<file path="config.mk">
export PLATFORM = sky130hd
export DESIGN_NAME = beat_detector
export DESIGN_NICKNAME = d
export VERILOG_FILES = /design/src/rtl/beat_detector.sv
export SDC_FILE = /design/constraint.sdc
export NUM_CORES = 1
export LEC_CHECK = 0
export ABC_AREA = 1
export BUFFER_PORTS_ARGS = -buffer_cell sky130_fd_sc_hd__clkbuf_2
export CAP_MARGIN = 20
export CORE_MARGIN = 3
export CORE_UTILIZATION = 40
export CTS_CLUSTER_DIAMETER = 30
export DETAILED_ROUTE_END_ITERATION = 10
export PLACE_DENSITY_LB_ADDON = 0.05
export SLEW_MARGIN = 20
export SYNTH_ARGS = -nofsm -noshare
export SYNTH_HDL_FRONTEND = slang
export SYNTH_SLANG_ARGS = --single-unit
export TNS_END_PERCENT = 30
</file>
<file path="constraint.sdc">
create_clock -name clk -period 4.75 [get_ports clk]
set_input_delay 0.475 -clock clk [delete_from_list [all_inputs] [get_ports clk]]
set_output_delay 0.475 -clock clk [all_outputs]
set_load 0.005 [all_outputs]
</file>
<file path="src/rtl/beat_detector.sv">
// Beat detector: hysteresis thresholds on a strobed acceleration sample, optional |x| mode,
// sample-counted hold-off after re-arm, and inter-beat period measurement in valid samples.
module beat_detector #(
    parameter int unsigned DATA_W    = 16,
    parameter int          HI_THRESH = 10000,
    parameter int          LO_THRESH = 8000,
    parameter int unsigned HOLDOFF   = 64,
    parameter int unsigned PERIOD_W  = 16,
    parameter bit          ABS_MODE  = 1'b1
) (
    input  logic                       clk,
    input  logic                       rst,
    input  logic                       sample_valid,
    input  logic signed [DATA_W-1:0]   accel,
    output logic                       beat_toggle,
    output logic                       beat_pulse,
    output logic [PERIOD_W-1:0]        period,
    output logic                       period_valid,
    output logic                       armed
);

    localparam int unsigned HoldW = (HOLDOFF > 0) ? $clog2(HOLDOFF + 1) : 1;
    localparam logic [HoldW-1:0] HoldLoad = HoldW'(HOLDOFF);
    localparam logic signed [DATA_W-1:0] HiThr = DATA_W'(HI_THRESH);
    localparam logic signed [DATA_W-1:0] LoThr = DATA_W'(LO_THRESH);
    localparam logic signed [DATA_W-1:0] MaxPos = {1'b0, {(DATA_W-1){1'b1}}};
    localparam logic signed [DATA_W-1:0] MinNeg = {1'b1, {(DATA_W-1){1'b0}}};
    localparam logic [PERIOD_W-1:0] CntMax = '1;

    typedef enum logic [1:0] {
        StArmed,
        StHigh,
        StHoldoff
    } state_e;

    state_e                   state_q, state_d;
    logic [HoldW-1:0]         hold_q, hold_d;
    logic [PERIOD_W-1:0]      cnt_q, cnt_d;
    logic [PERIOD_W-1:0]      cnt_inc;
    logic [PERIOD_W-1:0]      period_q, period_d;
    logic                     first_q, first_d;
    logic                     toggle_q, toggle_d;
    logic                     pulse_q, pulse_d;
    logic                     pvalid_q, pvalid_d;
    logic                     armed_q, armed_d;
    logic signed [DATA_W-1:0] mag;
    logic                     beat;

    // Negating the most-negative sample would overflow, so it saturates instead.
    always_comb begin
        mag = accel;
        if (ABS_MODE && accel[DATA_W-1]) begin
            mag = (accel == MinNeg) ? MaxPos : -accel;
        end
    end

    assign cnt_inc = (cnt_q == CntMax) ? cnt_q : cnt_q + PERIOD_W'(1);

    always_comb begin
        state_d = state_q;
        hold_d  = hold_q;
        beat    = 1'b0;
        if (sample_valid) begin
            unique case (state_q)
                StArmed: begin
                    if (mag > HiThr) begin
                        beat    = 1'b1;
                        state_d = StHigh;
                    end
                end
                StHigh: begin
                    if (mag < LoThr) begin
                        if (HOLDOFF == 0) begin
                            state_d = StArmed;
                        end else begin
                            hold_d  = HoldLoad;
                            state_d = StHoldoff;
                        end
                    end
                end
                StHoldoff: begin
                    if (hold_q <= HoldW'(1)) begin
                        hold_d  = '0;
                        state_d = StArmed;
                    end else begin
                        hold_d = hold_q - HoldW'(1);
                    end
                end
                default: begin
                    hold_d  = '0;
                    state_d = StArmed;
                end
            endcase
        end
    end

    always_comb begin
        pulse_d  = beat;
        toggle_d = toggle_q ^ beat;
        pvalid_d = beat & first_q;
        period_d = (beat && first_q) ? cnt_inc : period_q;
        first_d  = first_q | beat;
        armed_d  = (state_d == StArmed);
        cnt_d    = cnt_q;
        if (sample_valid) begin
            cnt_d = beat ? '0 : cnt_inc;
        end
    end

    always_ff @(posedge clk or posedge rst) begin
        if (rst) begin
            state_q  <= StArmed;
            hold_q   <= '0;
            cnt_q    <= '0;
            period_q <= '0;
            first_q  <= 1'b0;
            toggle_q <= 1'b0;
            pulse_q  <= 1'b0;
            pvalid_q <= 1'b0;
            armed_q  <= 1'b1;
        end else begin
            state_q  <= state_d;
            hold_q   <= hold_d;
            cnt_q    <= cnt_d;
            period_q <= period_d;
            first_q  <= first_d;
            toggle_q <= toggle_d;
            pulse_q  <= pulse_d;
            pvalid_q <= pvalid_d;
            armed_q  <= armed_d;
        end
    end

    assign beat_toggle  = toggle_q;
    assign beat_pulse   = pulse_q;
    assign period       = period_q;
    assign period_valid = pvalid_q;
    assign armed        = armed_q;

endmodule
</file>
### After elaboration in Yosys (flattened, before gate mapping)

Cells that the tools add are included.

| word-level totals | value |
|---|---|
| logic and storage cells | 43 |
| bits in writable memories | 0 |
| ROM bits | 0 |
| memories kept | 0 |
| latch bits | 0 |
| input port bits | 19 |
| register bits after elaboration | 46 |

| cells by class | value |
|---|---|
| shifts and indexed selects | 0 |
| $add $sub $neg | 3 |
| equal/unequal tests | 5 |
| muxes and demuxes | 15 |
| bitwise operators | 4 |
| magnitude comparators | 3 |
| divide/modulo/power cells | 0 |
| multipliers | 0 |
| reduce and logical (&&, ||, !) cells | 4 |

Operators with widths:

| cell | number |
|---|---|
| 2-to-1 mux 16 bit | 4 |
| equality test 16 bit, second input constant | 2 |
| case mux 7 bit (3 select lines) | 1 |
| adder 16 x 1 -> 16 bit, second input constant | 1 |
| > comparator 16 x 15 -> 1 bit, second input constant | 1 |
| < comparator 16 x 14 -> 1 bit, second input constant | 1 |
| negation 16 bit | 1 |
| 2-to-1 mux 7 bit | 2 |
| 2-to-1 mux 2 bit | 4 |
| less-or-equal comparator 7 x 1 -> 1 bit, second input constant | 1 |
| subtractor 7 x 1 -> 7 bit, second input constant | 1 |
| case mux 2 bit (3 select lines) | 1 |
| zero test 2 bit | 2 |
| 2-to-1 mux 1 bit | 3 |
| AND reduction 3 bit | 1 |
| equality test 2 x 1 -> 1 bit, second input constant | 1 |
| equality test 2 bit, second input constant | 1 |
| != test 2 bit, second input constant | 1 |
| bitwise AND 1 bit | 1 |
| logical AND 1 bit | 1 |
| NOT 1 bit | 1 |
| bitwise OR 1 bit | 1 |
| XOR 1 bit | 1 |

### Logic depth before layout (Yosys ltp)

Gate-level depths: netlist (run 1).

| logic depth | value |
|---|---|
| depth after elaboration | 8 |
| depth in mapped cells | 21 |
| gate-level depth less buffers | 21 |

### Least setup slack after synthesis (run 1)

Ideal clock, no wire load.

| path | value |
|---|---|
| path kind | input to register |
| start point | input port accel[0] |
| end point | register period_q[0] (netlist: period[0]) |
| path slack | 2.534 ns |
| buffers on the path | 1 |
| data arrival time | 2.099 ns |
| data required time | 4.634 ns |
| stages | 18 |
| cell sequence | inv_1 > ha_1 > nand3_4 > nor2_8 > nand4_1 > nand2_1 > nor2_2 > nand2_1 > nand3_1 > nand2_1 > nand2_2 > nand2_4 > nand3_4 > nor2_4 > nand2_4 > buf_6 > nand2_1 > nand2_1 |

| between the ends | value |
|---|---|
| longest elaborated chain between the ends | 8 |
| elaborated cells on any way between the ends | 9 |
| classes of those cells | add/sub: 1; order compare: 1; eq/ne: 1; mux: 5; reduce/logical: 1 |

Ends and longest elaborated chain:

| what | line | source |
|---|---|---|
| start: declaration | 14 | `input logic signed [DATA_W-1:0] accel,` |
| negation 16 bit or equality test 16 bit (tied branches) | 53 | `mag = (accel == MinNeg) ? MaxPos : -accel;` |
| 2-to-1 mux 16 bit | 53 |  |
| 2-to-1 mux 16 bit (*) | 52 | `if (ABS_MODE && accel[DATA_W-1]) begin` |
| > comparator 16 x 15 -> 1 bit (*) | 66 | `if (mag > HiThr) begin` |
| 2-to-1 mux 1 bit (*) | 66 |  |
| 2-to-1 mux 1 bit (*) | 64 | `unique case (state_q)` |
| 2-to-1 mux 1 bit (*) | 63 | `if (sample_valid) begin` |
| net beat | 47 | `logic beat;` |
| logical AND 1 bit (*) | 101 | `period_d = (beat && first_q) ? cnt_inc : period_q;` |
| end signal: assignment | 125 | `period_q <= period_d;` |
| end: declaration | 40 | `logic [PERIOD_W-1:0] period_q, period_d;` |

Mark *: on every way through the listed nets, which the timed path passes. The rest lies on a longest branch.
A chain may end at the register's enable or synchronous reset.

### Worst setup path after layout (run 1)

| path | value |
|---|---|
| start point | input port accel[0] |
| end point | register cnt_q[0] |

| between the ends | value |
|---|---|
| longest elaborated chain between the ends | 8 |
| elaborated cells on any way between the ends | 9 |
| classes of those cells | add/sub: 1; order compare: 1; eq/ne: 1; mux: 6 |

Ends and longest elaborated chain:

| what | line | source |
|---|---|---|
| negation 16 bit or equality test 16 bit (tied branches) | 53 |  |
| 2-to-1 mux 16 bit | 53 |  |
| 2-to-1 mux 16 bit (*) | 52 |  |
| > comparator 16 x 15 -> 1 bit (*) | 66 |  |
| 2-to-1 mux 1 bit (*) | 66 |  |
| 2-to-1 mux 1 bit (*) | 64 |  |
| 2-to-1 mux 1 bit (*) | 63 |  |
| 2-to-1 mux 16 bit (*) | 106 | `cnt_d = beat ? '0 : cnt_inc;` |
| end signal: assignment | 124 | `cnt_q <= cnt_d;` |
| end: declaration | 38 | `logic [PERIOD_W-1:0] cnt_q, cnt_d;` |

Mark *: on every way between the ends. The rest lies on a longest branch, timed or not.

==> Implementation_results.wiki, run 1 <==
{| class="wikitable"
! Metric !! Value
|-
| Fillcell total || 777
|-
| Endpoint class of the critical path || flop
|-
| Utilization after layout || 46.6%
|-
| Placed wire-length estimate || 4890 µm
|-
| Post-CTS sizing || 0
|-
| Overall via count from detail_route || 2648
|-
| Pin count of the biggest net entering global routing || 47
|-
| Total Die Area || 0.00887 mm²
|-
| Worst rel slew slack || 46.4%
|-
| Cell Area, Placed || 0.00337 mm²
|-
| Clock insertion delay at the later pin of the skew report || 0.29 ns
|-
| H-tree depth reported by CTS || 2
|-
| Average instance area after synthesis || 7.23 µm²
|-
| Highest net fanout along the worst path || 13
|-
| Required time reported for the critical path endpoint || 4.97 ns
|-
| Starting density of the core || 42.0%
|-
| Root buf cell || sky130_fd_sc_hd__clkbuf_8
|-
| Core outline area || 0.00741 mm²
|-
| Max-cap violations || 0
|-
| Maximum root-to-sink buffer count || 2
|-
| Routed length per instance || 11.4 µm
|-
| Synth-to-layout area growth || 11.1%
|-
| Count of warnings emitted by yosys || 0
|-
| Number of vias per cell || 4.66
|-
| Total power draw || 1.09 mW
|-
| Antenna violations before repair || 0
|-
| CTS clock-pin slew for the worst setup and hold paths || 0.09 ns
|-
| Peak VDD IR || 196 µV
|-
| Fraction of layout instances using a drive strength above 1 || 19.4%
|-
| Final Hold Fails || 0
|-
| Clock buffer count from CTS || 5
|-
| Number of failing setup endpoints in the final timing report || 0
|-
| Post-layout nets || 495
|-
| Distinct cell type count after synthesis || 36
|-
| TNS Setup || 0 ns
|-
| Maximum clock rate || 426 MHz
|-
| Area used by sequential logic in the layout || 0.00115 mm²
|-
| Clock Skew || 0.00320 ns
|-
| Post-CTS setup buffers || 0
|-
| Hold Path Class || input port to async pin
|-
| Number of placed I/O pins || 39
|-
| First-pass detailed-route iteration total || 4
|-
| Filler-free cell count of the finished design || 568
|-
| Shortest period the worst path allows || 2.35 ns
|-
| Nets in the synthesized netlist || 457
|-
| Final global-route overflow total || 0
|-
| Gate Count Post-Synth || 430
|-
| Ant diodes || 0
|-
| Overall die width || 94.2 µm
|-
| Number of I/O port buffers || 38
|-
| Leakage Power || 1.85 nW
|-
| Arrival time of data at the critical path endpoint || 2.57 ns
|-
| Sinks on Clock Net || 46
|-
| CTS tree || yes
|-
| Power density over cell area || 315 mW/mm²
|-
| Post-synthesis sequential element count || 46
|-
| Vias in the first global route || 2546
|-
| Number of cells in the design after placement || 560
|-
| Final Max Slew Viols || 0
|-
| Post-CTS Hold Fix Bufs || 0
|-
| Multi-input logic area || 0.00165 mm²
|-
| Worst Setup Slack post-DPL || 2.06 ns
|-
| Die height || 94.2 µm
|-
| Netlist Area Pre-Place || 0.00311 mm²
|-
| Critical path launch point type || input port
|-
| Number of core rows || 31
|-
| Remaining DRCs || 0
|-
| Finished Cell Area || 0.00345 mm²
|-
| Post-synthesis sequential area ratio || 37.1%
|-
| Category of the critical setup timing path || input port to flop
|-
| Result of the run || completed
|-
| Final period util || 49.4%
|-
| First-pass GRT wire length || 11500 µm
|-
| Pin slew with the least headroom to its limit || 0.803 ns
|-
| Final Routed Wirelength || 6460 µm
|-
| Final weighted congestion in routability-driven placement || 0.803
|-
| Total routing resource utilization after global routing || 16.1%
|-
| Unrepaired setup endpoints after global routing || false
|-
| Final hold slack || 0.278 ns
|-
| Detailed Route Iter0 Violations || 71
|-
| Final WS setup || 2.40 ns
|-
| Antenna Nets Post-Route || 0
|}
-- logic make-up after synthesis --
kind of cell | share of synthesized area, %
compound gates | 10.2
xor+xnor | 3.10
fa+ha+maj | 3.22
buf+inv | 9.82
flops | 37.1
simple gates | 36.6
-- placed cells by master (no fill, tap or decap), types with 3 or more instances in the layout --
master	n
sky130_fd_sc_hd__ha_1	8
sky130_fd_sc_hd__nor3_1	7
sky130_fd_sc_hd__nor4_1	3
sky130_fd_sc_hd__o21ai_0	20
sky130_fd_sc_hd__nand2_2	6
sky130_fd_sc_hd__nand4_1	4
sky130_fd_sc_hd__nor2_4	4
sky130_fd_sc_hd__o21ai_1	3
sky130_fd_sc_hd__inv_1	58
sky130_fd_sc_hd__a21oi_1	8
sky130_fd_sc_hd__clkbuf_8	5
sky130_fd_sc_hd__nand3_4	3
sky130_fd_sc_hd__dfrtp_1	45
sky130_fd_sc_hd__xor2_1	10
sky130_fd_sc_hd__nor2_2	6
sky130_fd_sc_hd__o21ai_2	11
sky130_fd_sc_hd__o22ai_1	3
sky130_fd_sc_hd__inv_2	6
sky130_fd_sc_hd__nor2_1	32
sky130_fd_sc_hd__nand3_1	27
sky130_fd_sc_hd__nand2_1	143
sky130_fd_sc_hd__clkbuf_2	38
-- worst paths after layout --
kind                            from          end  slack, ns  depth (start not counted)
setup / recovery            accel[0]     cnt_q[0]       2.40                         21
hold / removal                   rst    period[4]       0.28                          2
setup reg to reg            cnt_q[0]     cnt_q[5]       2.55                         14
hold reg to reg            period[9]    period[9]       0.47                          2
max in group asynchronous        rst  beat_toggle       3.98                          2
min in group clk           period[9]    period[9]       0.47                          2
-- cell type report --
| class | instances | area share (%) |
|---|---|---|
| Sequential cell | 46 | 33.4 |
| Timing Repair Buffer | 38 | 5.51 |
| Multi-Input combinational cell | 311 | 47.8 |
| Clock buffer | 6 | 2.10 |
| Tap cell | 99 | 3.59 |
| Clock inverter | 2 | 0.399 |
| Inverter | 66 | 7.21 |
-- per-layer routing --
layer / part of all wire (%) / track usage [%]
met1: 48 / 21.3
met2: 48 / 27.1
met3: 2.7 / 3.13
met4: 0.98 / 3.61
met5: 0 / 0
-- state kept, by name, summed over array words and instances (netlist names) --
signal	count
armed	1
beat_pulse	1
beat_toggle	1
cnt_q	16
first_q	1
hold_q	7
period	16
period_valid	1
state_q	2
-- cell usage after synthesis --
cell type | count | share of area (%)
sky130_fd_sc_hd__nand2_1 | 143 | 17
sky130_fd_sc_hd__inv_1 | 59 | 7.1
sky130_fd_sc_hd__dfrtp_1 | 45 | 36
sky130_fd_sc_hd__nor2_1 | 32 | 3.9
sky130_fd_sc_hd__nand3_1 | 27 | 4.3
sky130_fd_sc_hd__o21ai_0 | 20 | 3.2
sky130_fd_sc_hd__o21ai_2 | 11 | 3.1
sky130_fd_sc_hd__xor2_1 | 10 | 2.8
sky130_fd_sc_hd__a21oi_1 | 8 | 1.3
sky130_fd_sc_hd__ha_1 | 8 | 3.2
sky130_fd_sc_hd__nor3_1 | 7 | 1.1
sky130_fd_sc_hd__inv_2 | 6 | 0.72
sky130_fd_sc_hd__nand2_2 | 6 | 1.2
sky130_fd_sc_hd__nor2_2 | 6 | 1.2
sky130_fd_sc_hd__nand4_1 | 4 | 0.80
sky130_fd_sc_hd__nor2_4 | 4 | 1.4
sky130_fd_sc_hd__buf_6 | 3 | 1.1
sky130_fd_sc_hd__nand3_4 | 3 | 1.7
sky130_fd_sc_hd__nor4_1 | 3 | 0.60
sky130_fd_sc_hd__o21ai_1 | 3 | 0.48
sky130_fd_sc_hd__o22ai_1 | 3 | 0.60
sky130_fd_sc_hd__buf_4 | 2 | 0.48
sky130_fd_sc_hd__nand2_4 | 2 | 0.72
sky130_fd_sc_hd__nand3_2 | 2 | 0.64
sky130_fd_sc_hd__o31ai_1 | 2 | 0.48
sky130_fd_sc_hd__a21oi_4 | 1 | 0.52
sky130_fd_sc_hd__a32oi_1 | 1 | 0.28
sky130_fd_sc_hd__buf_2 | 1 | 0.16
sky130_fd_sc_hd__clkbuf_1 | 1 | 0.12
sky130_fd_sc_hd__clkinv_1 | 1 | 0.12
sky130_fd_sc_hd__dfstp_2 | 1 | 0.85
sky130_fd_sc_hd__nand4_4 | 1 | 0.68
sky130_fd_sc_hd__nor2_8 | 1 | 0.64
sky130_fd_sc_hd__nor3_2 | 1 | 0.32
sky130_fd_sc_hd__o211ai_1 | 1 | 0.24
sky130_fd_sc_hd__xnor2_1 | 1 | 0.28
-- critical path: stages --
cell,delay [ns]
sky130_fd_sc_hd__clkbuf_2,0.08
sky130_fd_sc_hd__inv_1,0.12
sky130_fd_sc_hd__ha_1,0.27
sky130_fd_sc_hd__inv_1,0.06
sky130_fd_sc_hd__nor2_1,0.13
sky130_fd_sc_hd__nand3_1,0.11
sky130_fd_sc_hd__nand2_1,0.07
sky130_fd_sc_hd__nand2_1,0.06
sky130_fd_sc_hd__nand2_1,0.05
sky130_fd_sc_hd__nand2_1,0.06
sky130_fd_sc_hd__nor2_2,0.14
sky130_fd_sc_hd__nand2_1,0.06
sky130_fd_sc_hd__nand3_1,0.08
sky130_fd_sc_hd__nand2_1,0.06
sky130_fd_sc_hd__nand2_2,0.07
sky130_fd_sc_hd__nand2_4,0.07
sky130_fd_sc_hd__nand3_4,0.09
sky130_fd_sc_hd__nand2_2,0.10
sky130_fd_sc_hd__inv_2,0.25
sky130_fd_sc_hd__nand2_1,0.10
sky130_fd_sc_hd__o21ai_2,0.06
-- report_power, final --
group          leakage [nW]  total [mW]  switching, mW  internal [mW]
combinational          1.18       0.376          0.247          0.129
sequential            0.622       0.473         0.0307          0.443
clock                0.0452       0.240          0.136          0.104
Note: power is estimated with default switching activity, not from simulation.
==> run 2, diff against run 1 <==
Settings changed: ABC_AREA 1 to 0.
Clock period 4.75 ns to 1.9 ns, I/O delays scaled along.
==> run 2 against run 1 <==
  * The flow now finishes with violations (setup timing)
  * Register-to-register slack worse by 3.0 ns
  * Sequential cell count did not move
  * Power grew to 3.1 times the previous value
  * Non-clock buffer count up 86
  * Via count grew 6.6%
  * First-iteration DRC count is 44% higher
  * Utilization is 12 points higher
  * Wire length grew 21%
  * Clock-buffer cell count shrank 1
  * Combinational power increased to 4.1 times the previous value
  * Final cell count is 4.6% lower
  * Largest cell class unchanged
==> Implementation_results.wiki, run 2 <==
{| class="wikitable"
! Metric !! Value
|-
| Result of the run || complete, but fails checks
|-
| Violations in the final reports || setup timing
|-
| Core outline area || 0.00733 mm² (-1.0%)
|-
| Peak VDD IR || 430 µV (+120%)
|-
| Average instance area after synthesis || 9.38 µm² (+30%)
|-
| Vias in the first global route || 2667 (+4.8%)
|-
| Worst rel slew slack || 68.4% (+22 points)
|-
| Synth-to-layout area growth || 41.0%
|-
| Area share of the largest cell type after synthesis || 36.8% (+0.61 points)
|-
| Number of placed I/O pins || 39 (unchanged)
|-
| Final hold slack || 0.326 ns (+0.0479 ns)
|-
| Ant diodes || 0 (unchanged)
|-
| Total Die Area || 0.00873 mm² (-1.5%)
|-
| Final Hold Fails || 0 (unchanged)
|-
| Clock Skew || 0.00948 ns (+0.00628 ns)
|-
| Maximum clock rate || 400 MHz
|-
| Most common flop cell mapped by yosys || sky130_fd_sc_hd__dfrtp_1
|-
| Hold Path Class || input port to flop
|-
| Endpoint class of the critical path || flop
|-
| Total routing resource utilization after global routing || 18.1% (+2.0 points)
|-
| Cell types occupying the most area after synthesis || sky130_fd_sc_hd__dfrtp_1 37%, sky130_fd_sc_hd__o21ai_0 3.8%, sky130_fd_sc_hd__ha_1 3.3%, sky130_fd_sc_hd__mux2_2 2.9%, sky130_fd_sc_hd__xnor2_1 2.9%
|-
| Leading cell type in the layout, fill and taps excluded || sky130_fd_sc_hd__buf_4
|-
| Routed length per instance || 14.4 µm (+27%)
|-
| Final WS setup || -0.601 ns (-3.00 ns)
|-
| Antenna violations before repair || 0 (unchanged)
|-
| Post-layout nets || 469 (-5.3%)
|-
| Required time reported for the critical path endpoint || 2.09 ns (-2.88 ns)
|-
| Starting density of the core || 41.7% (-0.26 points)
|-
| Pin count of the biggest net entering global routing || 20 (-57%)
|-
| Asr flop ratio synth || 100% (unchanged)
|-
| Commonest cells after routing, fill and taps aside || 81 x sky130_fd_sc_hd__buf_4, 45 x sky130_fd_sc_hd__dfrtp_1, 36 x sky130_fd_sc_hd__clkbuf_2
|-
| Maximum root-to-sink buffer count || 2 (unchanged)
|-
| Netlist Area Pre-Place || 0.00306 mm² (-1.6%)
|-
| Sinks on Clock Net || 46 (unchanged)
|-
| CTS tree || yes
|-
| Root buf cell || sky130_fd_sc_hd__clkbuf_8
|-
| Placed wire-length estimate || 5710 µm (+17%)
|-
| Shortest period the worst path allows || 2.50 ns
|-
| Nets in the synthesized netlist || 353 (-23%)
|-
| Final global-route overflow total || 0 (unchanged)
|-
| Max-cap violations || 0 (unchanged)
|-
| Category of the critical setup timing path || input port to flop
|-
| Remaining DRCs || 0 (unchanged)
|-
| Gate Count Post-Synth || 326 (-24%)
|-
| Arrival time of data at the critical path endpoint || 2.69 ns (+0.12 ns)
|-
| Power density over cell area || 795 mW/mm² (+150%)
|-
| Library cell occupying the most area in the post-synthesis netlist || sky130_fd_sc_hd__dfrtp_1
|-
| Number of core rows || 31 (unchanged)
|-
| CTS clock-pin slew for the worst setup and hold paths || 0.09 ns (about the same)
|-
| Final Max Slew Viols || 0 (unchanged)
|-
| Antenna Nets Post-Route || 0 (unchanged)
|-
| Number of enable flip-flop cells after synthesis || 0 (unchanged)
|-
| Leakage Power || 2.08 nW (+13%)
|-
| Unrepaired setup endpoints after global routing || true
|-
| Detailed Route Iter0 Violations || 102 (+44%)
|-
| Final period util || 132%
|-
| Critical path launch point type || input port
|-
| Count leader, synth || sky130_fd_sc_hd__dfrtp_1
|-
| Fillcell total || 647 (-17%)
|-
| Count of warnings emitted by yosys || 0 (unchanged)
|-
| Die height || 93.4 µm (-0.78%)
|-
| Number of I/O port buffers || 38 (unchanged)
|-
| Final Routed Wirelength || 7820 µm (+21%)
|-
| Overall via count from detail_route || 2823 (+6.6%)
|-
| Distinct cell type count after synthesis || 66 (+83%)
|-
| Fraction of layout instances using a drive strength above 1 || 42.9% (+23 points)
|-
| Post-synthesis sequential area ratio || 37.7% (+0.62 points)
|-
| Post-synthesis sequential element count || 46 (unchanged)
|-
| Final weighted congestion in routability-driven placement || 0.822 (+2.4%)
|-
| Most frequent cells after synthesis || 45 x sky130_fd_sc_hd__dfrtp_1, 23 x sky130_fd_sc_hd__o21ai_0, 21 x sky130_fd_sc_hd__nand2_1
|-
| Overall die width || 93.4 µm (-0.78%)
|-
| Number of failing setup endpoints in the final timing report || 46 (+46)
|-
| Clock insertion delay at the later pin of the skew report || 0.30 ns (about the same)
|-
| Highest net fanout along the worst path || 8 (-5)
|-
| H-tree depth reported by CTS || 2 (unchanged)
|-
| First-pass detailed-route iteration total || 4 (unchanged)
|-
| Pin slew with the least headroom to its limit || 0.474 ns (-0.329 ns)
|-
| Total power draw || 3.43 mW (+210%)
|-
| Clock buffer count from CTS || 5 (unchanged)
|-
| Number of vias per cell || 5.21 (+12%)
|-
| First-pass GRT wire length || 12800 µm (+11%)
|}
run 2: critical path, stage by stage:
cell and delay (ns):
sky130_fd_sc_hd__clkbuf_16 0.13, sky130_fd_sc_hd__inv_12 0.05, sky130_fd_sc_hd__ha_4 0.12, sky130_fd_sc_hd__or4b_4 0.51, sky130_fd_sc_hd__o41ai_4 0.32, sky130_fd_sc_hd__xor2_2 0.15
sky130_fd_sc_hd__buf_4 0.17, sky130_fd_sc_hd__a21oi_4 0.13, sky130_fd_sc_hd__o31ai_4 0.11, sky130_fd_sc_hd__a21oi_4 0.31, sky130_fd_sc_hd__nand2_4 0.17, sky130_fd_sc_hd__mux2_4 0.33
run 2: per-layer routing:
metal | part of all wire [%] | track usage [%] | wire length, µm | vias up
li1 | - | - | - | 1424
met1 | 50 | 25.9 | 3940 | 1346
met2 | 46 | 28.9 | 3630 | 45
met3 | 2.4 | 2.65 | 189 | 8
met4 | 0.86 | 3.91 | 67 | 0
met5 | 0 | 0 | 0 | -
run 2: path summary, 6_finish.rpt:
kind,startpoint,endpoint,slack [ns],cells after the start
max,accel[1],period[5],-0.60,12
min,sample_valid,cnt_q[2],0.33,4
max reg2reg,cnt_q[0],period[7],-0.49,9
min reg2reg,beat_toggle,beat_toggle,0.47,1
max in group asynchronous,rst,cnt_q[7],1.01,4
min in group asynchronous,rst,hold_q[4],0.35,3
run 2: metrics by stage:
stage | util [%] | instances | setup WS [ns] | TNS, ns | instance area, µm²
global placement | 54.3 | 528 | -0.967 | -39.73 | 3980
floorplan | - | 326 | -0.756 | -28.11 | 3160
finish | 58.8 | 542 | -0.601 | -22.51 | 4310
CTS | 58.0 | 540 | -0.604 | -22.61 | 4250
global route | 58.8 | 542 | -0.693 | -27.41 | 4310
detailed placement | 54.3 | 528 | -1.04 | -41.72 | 3980
run 2: final cells by class:
class / count / area [µm²] / share of cell area (%)
inverter: 20 / 92.6 / 2.15
sequential: 46 / 1150 / 26.7
timing repair buffer: 124 / 882 / 20.5
clock inverter: 3 / 23.8 / 0.551
clock buffer: 5 / 68.8 / 1.60
tap: 99 / 124 / 2.87
multi-input combinational: 245 / 1970 / 45.7
run 2: cell families after synthesis:
group | after synthesis | share of synthesized area [%]
fa+ha+maj | 8 | 3.27
mux | 17 | 6.18
compound gates | 86 | 21.2
buf+inv | 36 | 5.24
flops | 46 | 37.7
simple gates | 115 | 21.1
xor+xnor | 18 | 5.40
run 2: report_power, final:
group          internal [mW]  total [mW]  switching (mW)  leakage (nW)
Sequential              1.13        1.23          0.0983         0.616
Clock                  0.264       0.638           0.374        0.0408
Combinational          0.814        1.56           0.748          1.43
Total                   2.21        3.43            1.22          2.08
run 2: timing repair:
| item | CTS | global route |
|---|---|---|
| gates cloned | 1 | 0 |
| endpoints found under the setup margin | 46 | 46 |
| pin swaps | 16 | 3 |
| resized for setup | 37 | 7 |
| endpoints found under the hold margin | 10 | 0 |
| setup buffers | 2 | 2 |
| hold buffers | 1 | 0 |
==> run 3, diff against run 2 <==
Settings changed: GPL_TIMING_DRIVEN from default to 0.
==> run 3 against run 2 <==
  * The run still ends with setup timing left
  * Non-clock buffer count shrank 48
  * Critical path type unchanged
  * Sequential power increased by 3%
  * Worst setup slack worse by 0.090 ns
  * Final cell count decreased by 9.0%
  * Clock-buffer cell count grew 1
  * Register-to-register slack worse by 0.06 ns
  * Combinational power is 3% higher
  * Global-route usage down 1.4 points
  * Via count shrank 5.4%
  * Highest routed layer unchanged
  * Die area unchanged
  * Largest power group unchanged
  * Maximum frequency fell by 3.5%
==> Implementation_results.wiki, run 3 (synthesized netlist as in run 2, its figures left out) <==
{| class="wikitable"
! Metric !! Value
|-
| Result of the run || complete, but fails checks
|-
| Violations in the final reports || setup timing
|-
| Design internal power || 2.37 mW (+7.2%)
|-
| Number of vias per cell || 5.42 (+4.0%)
|-
| Maximum root-to-sink buffer count || 2 (unchanged)
|-
| Ant diodes || 0 (unchanged)
|-
| Antenna violations before repair || 0 (unchanged)
|-
| Overall via count from detail_route || 2671 (-5.4%)
|-
| Die height || 93.4 µm (unchanged)
|-
| Arrival time of data at the critical path endpoint || 2.78 ns (+0.09 ns)
|-
| Commonest cells after routing, fill and taps aside || 42 x sky130_fd_sc_hd__dfrtp_1, 33 x sky130_fd_sc_hd__clkbuf_2, 21 x sky130_fd_sc_hd__nand2_1
|-
| Worst rel slew slack || 56.5% (-12 points)
|-
| Leading cell type in the layout, fill and taps excluded || sky130_fd_sc_hd__dfrtp_1
|-
| Final global-route overflow total || 0 (unchanged)
|-
| Placed wire-length estimate || 5010 µm (-12%)
|-
| Routed length per instance || 14.6 µm (+1.4%)
|-
| Overall die width || 93.4 µm (unchanged)
|-
| Antenna Nets Post-Route || 0 (unchanged)
|-
| Clock Skew || 0.00739 ns (-0.00209 ns)
|-
| Total routing resource utilization after global routing || 16.7% (-1.4 points)
|-
| Total Die Area || 0.00873 mm² (unchanged)
|-
| Finished Cell Area || 0.00410 mm² (-5.0%)
|-
| Switching component of the power || 1.22 mW (-0.18%)
|-
| Leakage Power || 1.86 nW (-11%)
|-
| Core outline area || 0.00733 mm² (unchanged)
|-
| Required time reported for the critical path endpoint || 2.09 ns (about the same)
|-
| Reg power frac || 35.3% (-0.5 points)
|-
| Hold Path Class || input port to flop
|-
| Final Hold Fails || 0 (unchanged)
|-
| Shortest period the worst path allows || 2.59 ns (+0.0901 ns)
|-
| Clock buffer count from CTS || 5 (unchanged)
|-
| Number of failing setup endpoints in the final timing report || 46 (unchanged)
|-
| Category of the critical setup timing path || input port to flop
|-
| Switching share of power || 34.0% (-1.6 points)
|-
| Number of I/O port buffers || 35 (-7.9%)
|-
| Number of core rows || 31 (unchanged)
|-
| Sinks on Clock Net || 46 (unchanged)
|-
| First-pass detailed-route iteration total || 4 (unchanged)
|-
| Vias in the first global route || 2489 (-6.7%)
|-
| Total power draw || 3.59 mW (+4.6%)
|-
| CTS clock-pin slew for the worst setup and hold paths || 0.09 ns (about the same)
|-
| H-tree depth reported by CTS || 2 (unchanged)
|-
| Unrepaired setup endpoints after global routing || true
|-
| CTS tree || yes
|-
| Root buf cell || sky130_fd_sc_hd__clkbuf_8
|-
| Peak VDD IR || 416 µV (-3.2%)
|-
| Final weighted congestion in routability-driven placement || 0.844 (+2.6%)
|-
| Power density over cell area || 876 mW/mm² (+10%)
|-
| Pin slew with the least headroom to its limit || 0.653 ns (+0.178 ns)
|-
| Post-layout nets || 420 (-10%)
|-
| Detailed Route Iter0 Violations || 103 (+0.98%)
|-
| Max-cap violations || 0 (unchanged)
|-
| Final Routed Wirelength || 7220 µm (-7.8%)
|-
| Final period util || 136% (+4.7 points)
|-
| Clk pwr share || 20.1% (+1.5 points)
|-
| Pin count of the biggest net entering global routing || 28 (+40%)
|-
| Maximum clock rate || 386 MHz (-3.5%)
|-
| Final WS setup || -0.691 ns (-0.0901 ns)
|-
| Clock insertion delay at the later pin of the skew report || 0.30 ns (about the same)
|-
| Starting density of the core || 41.7% (unchanged)
|-
| Highest net fanout along the worst path || 7 (-1)
|-
| Endpoint class of the critical path || flop
|-
| Synth-to-layout area growth || 33.9%
|-
| Combinational group share of total power || 44.6% (-1.0 points)
|-
| Final Max Slew Viols || 0 (unchanged)
|-
| Remaining DRCs || 0 (unchanged)
|-
| First-pass GRT wire length || 11900 µm (-7.0%)
|-
| Final hold slack || 0.394 ns (+0.0682 ns)
|-
| Fraction of layout instances using a drive strength above 1 || 37.8% (-5.1 points)
|-
| Critical path launch point type || input port
|-
| Number of placed I/O pins || 39 (unchanged)
|-
| Cell Area, Placed || 0.00348 mm² (-13%)
|}
[run 3: cell types whose count changed in the layout (fill, tap and decap cells not counted), sizes merged]
cell,before,now
buf,85,32
clkbuf,43,49
inv,21,19
bufinv,0,1
clkinv,0,1
clkinvlp,2,1
nand2,23,22
[run 3: metal layers]
metal / vias to the layer above / track usage, % / part of all wire [%]
li1: 1332 / - / -
met1: 1281 / 24.0 / 50
met2: 51 / 26.3 / 45
met3: 7 / 2.90 / 4.1
met4: 0 / 3.54 / 1.0
met5: - / 0 / 0
[run 3: worst paths after layout]
| check | startpoint | to | slack [ns] | depth (start not counted) |
|---|---|---|---|---|
| setup / recovery | accel[1] | period[5] | -0.69 | 12 |
| setup reg to reg | cnt_q[0] | period[7] | -0.55 | 9 |
| min in group asynchronous | rst | hold_q[0] | 0.43 | 3 |
| max in group asynchronous | rst | armed | 0.91 | 4 |
| hold reg to reg | beat_toggle | beat_toggle | 0.48 | 1 |
| hold / removal | sample_valid | cnt_q[2] | 0.39 | 3 |
[run 3: worst max-delay path: stages]
cell                        delay, ns
sky130_fd_sc_hd__clkbuf_16       0.13
sky130_fd_sc_hd__inv_12          0.04
sky130_fd_sc_hd__ha_4            0.11
sky130_fd_sc_hd__or4b_4          0.54
sky130_fd_sc_hd__o41ai_4         0.31
sky130_fd_sc_hd__xor2_2          0.25
sky130_fd_sc_hd__a21oi_2         0.10
sky130_fd_sc_hd__a211oi_4        0.36
sky130_fd_sc_hd__a21oi_4         0.11
sky130_fd_sc_hd__nand2_4         0.15
sky130_fd_sc_hd__clkbuf_16       0.18
sky130_fd_sc_hd__mux2_4          0.29
[run 3: layout make-up]
type                            instances  area, µm²
Fill cell                             652       3240
Multi-Input combinational cell        244       2020
Sequential cell                        46       1160
Timing Repair Buffer                   64        504
Tap cell                               99        124
Inverter                               20        100
Buffer                                 12       83.8
Clock buffer                            6       72.6
Clock inverter                          2       37.5
[run 3: metrics by stage]
step           instances  util (%)  setup TNS [ns]  worst slack (ns)
6_report             493      55.9          -28.05            -0.691
5_1_grt              493      55.9          -32.52            -0.785
4_1_cts              482      52.6          -30.84            -0.746
3_5_place_dp         461      47.5          -54.89             -1.35
3_3_place_gp         460      47.2          -57.02             -1.34
2_1_floorplan        326         -          -28.11            -0.756
[run 3: timing repair]
action                                  in CTS  in global routing
endpoints found under the hold margin       19                  0
hold buffers                                 1                  0
pin swaps                                   25                 22
gates resized for setup                     36                 44
endpoints found under the setup margin      46                 46
gates cloned                                 1                  2
setup buffers                               13                 11
[run 3: power groups by stage]
stage / combinational (mW) / sequential, mW / clock [mW]
after CTS: 1.41 / 1.25 / 0.759
after global placement: 1.15 / 1.26 / 0
after detailed placement: 1.17 / 1.26 / 0
after floorplan: 0.860 / 1.25 / 0
final: 1.60 / 1.27 / 0.720
after global routing: 1.77 / 1.29 / 0.787
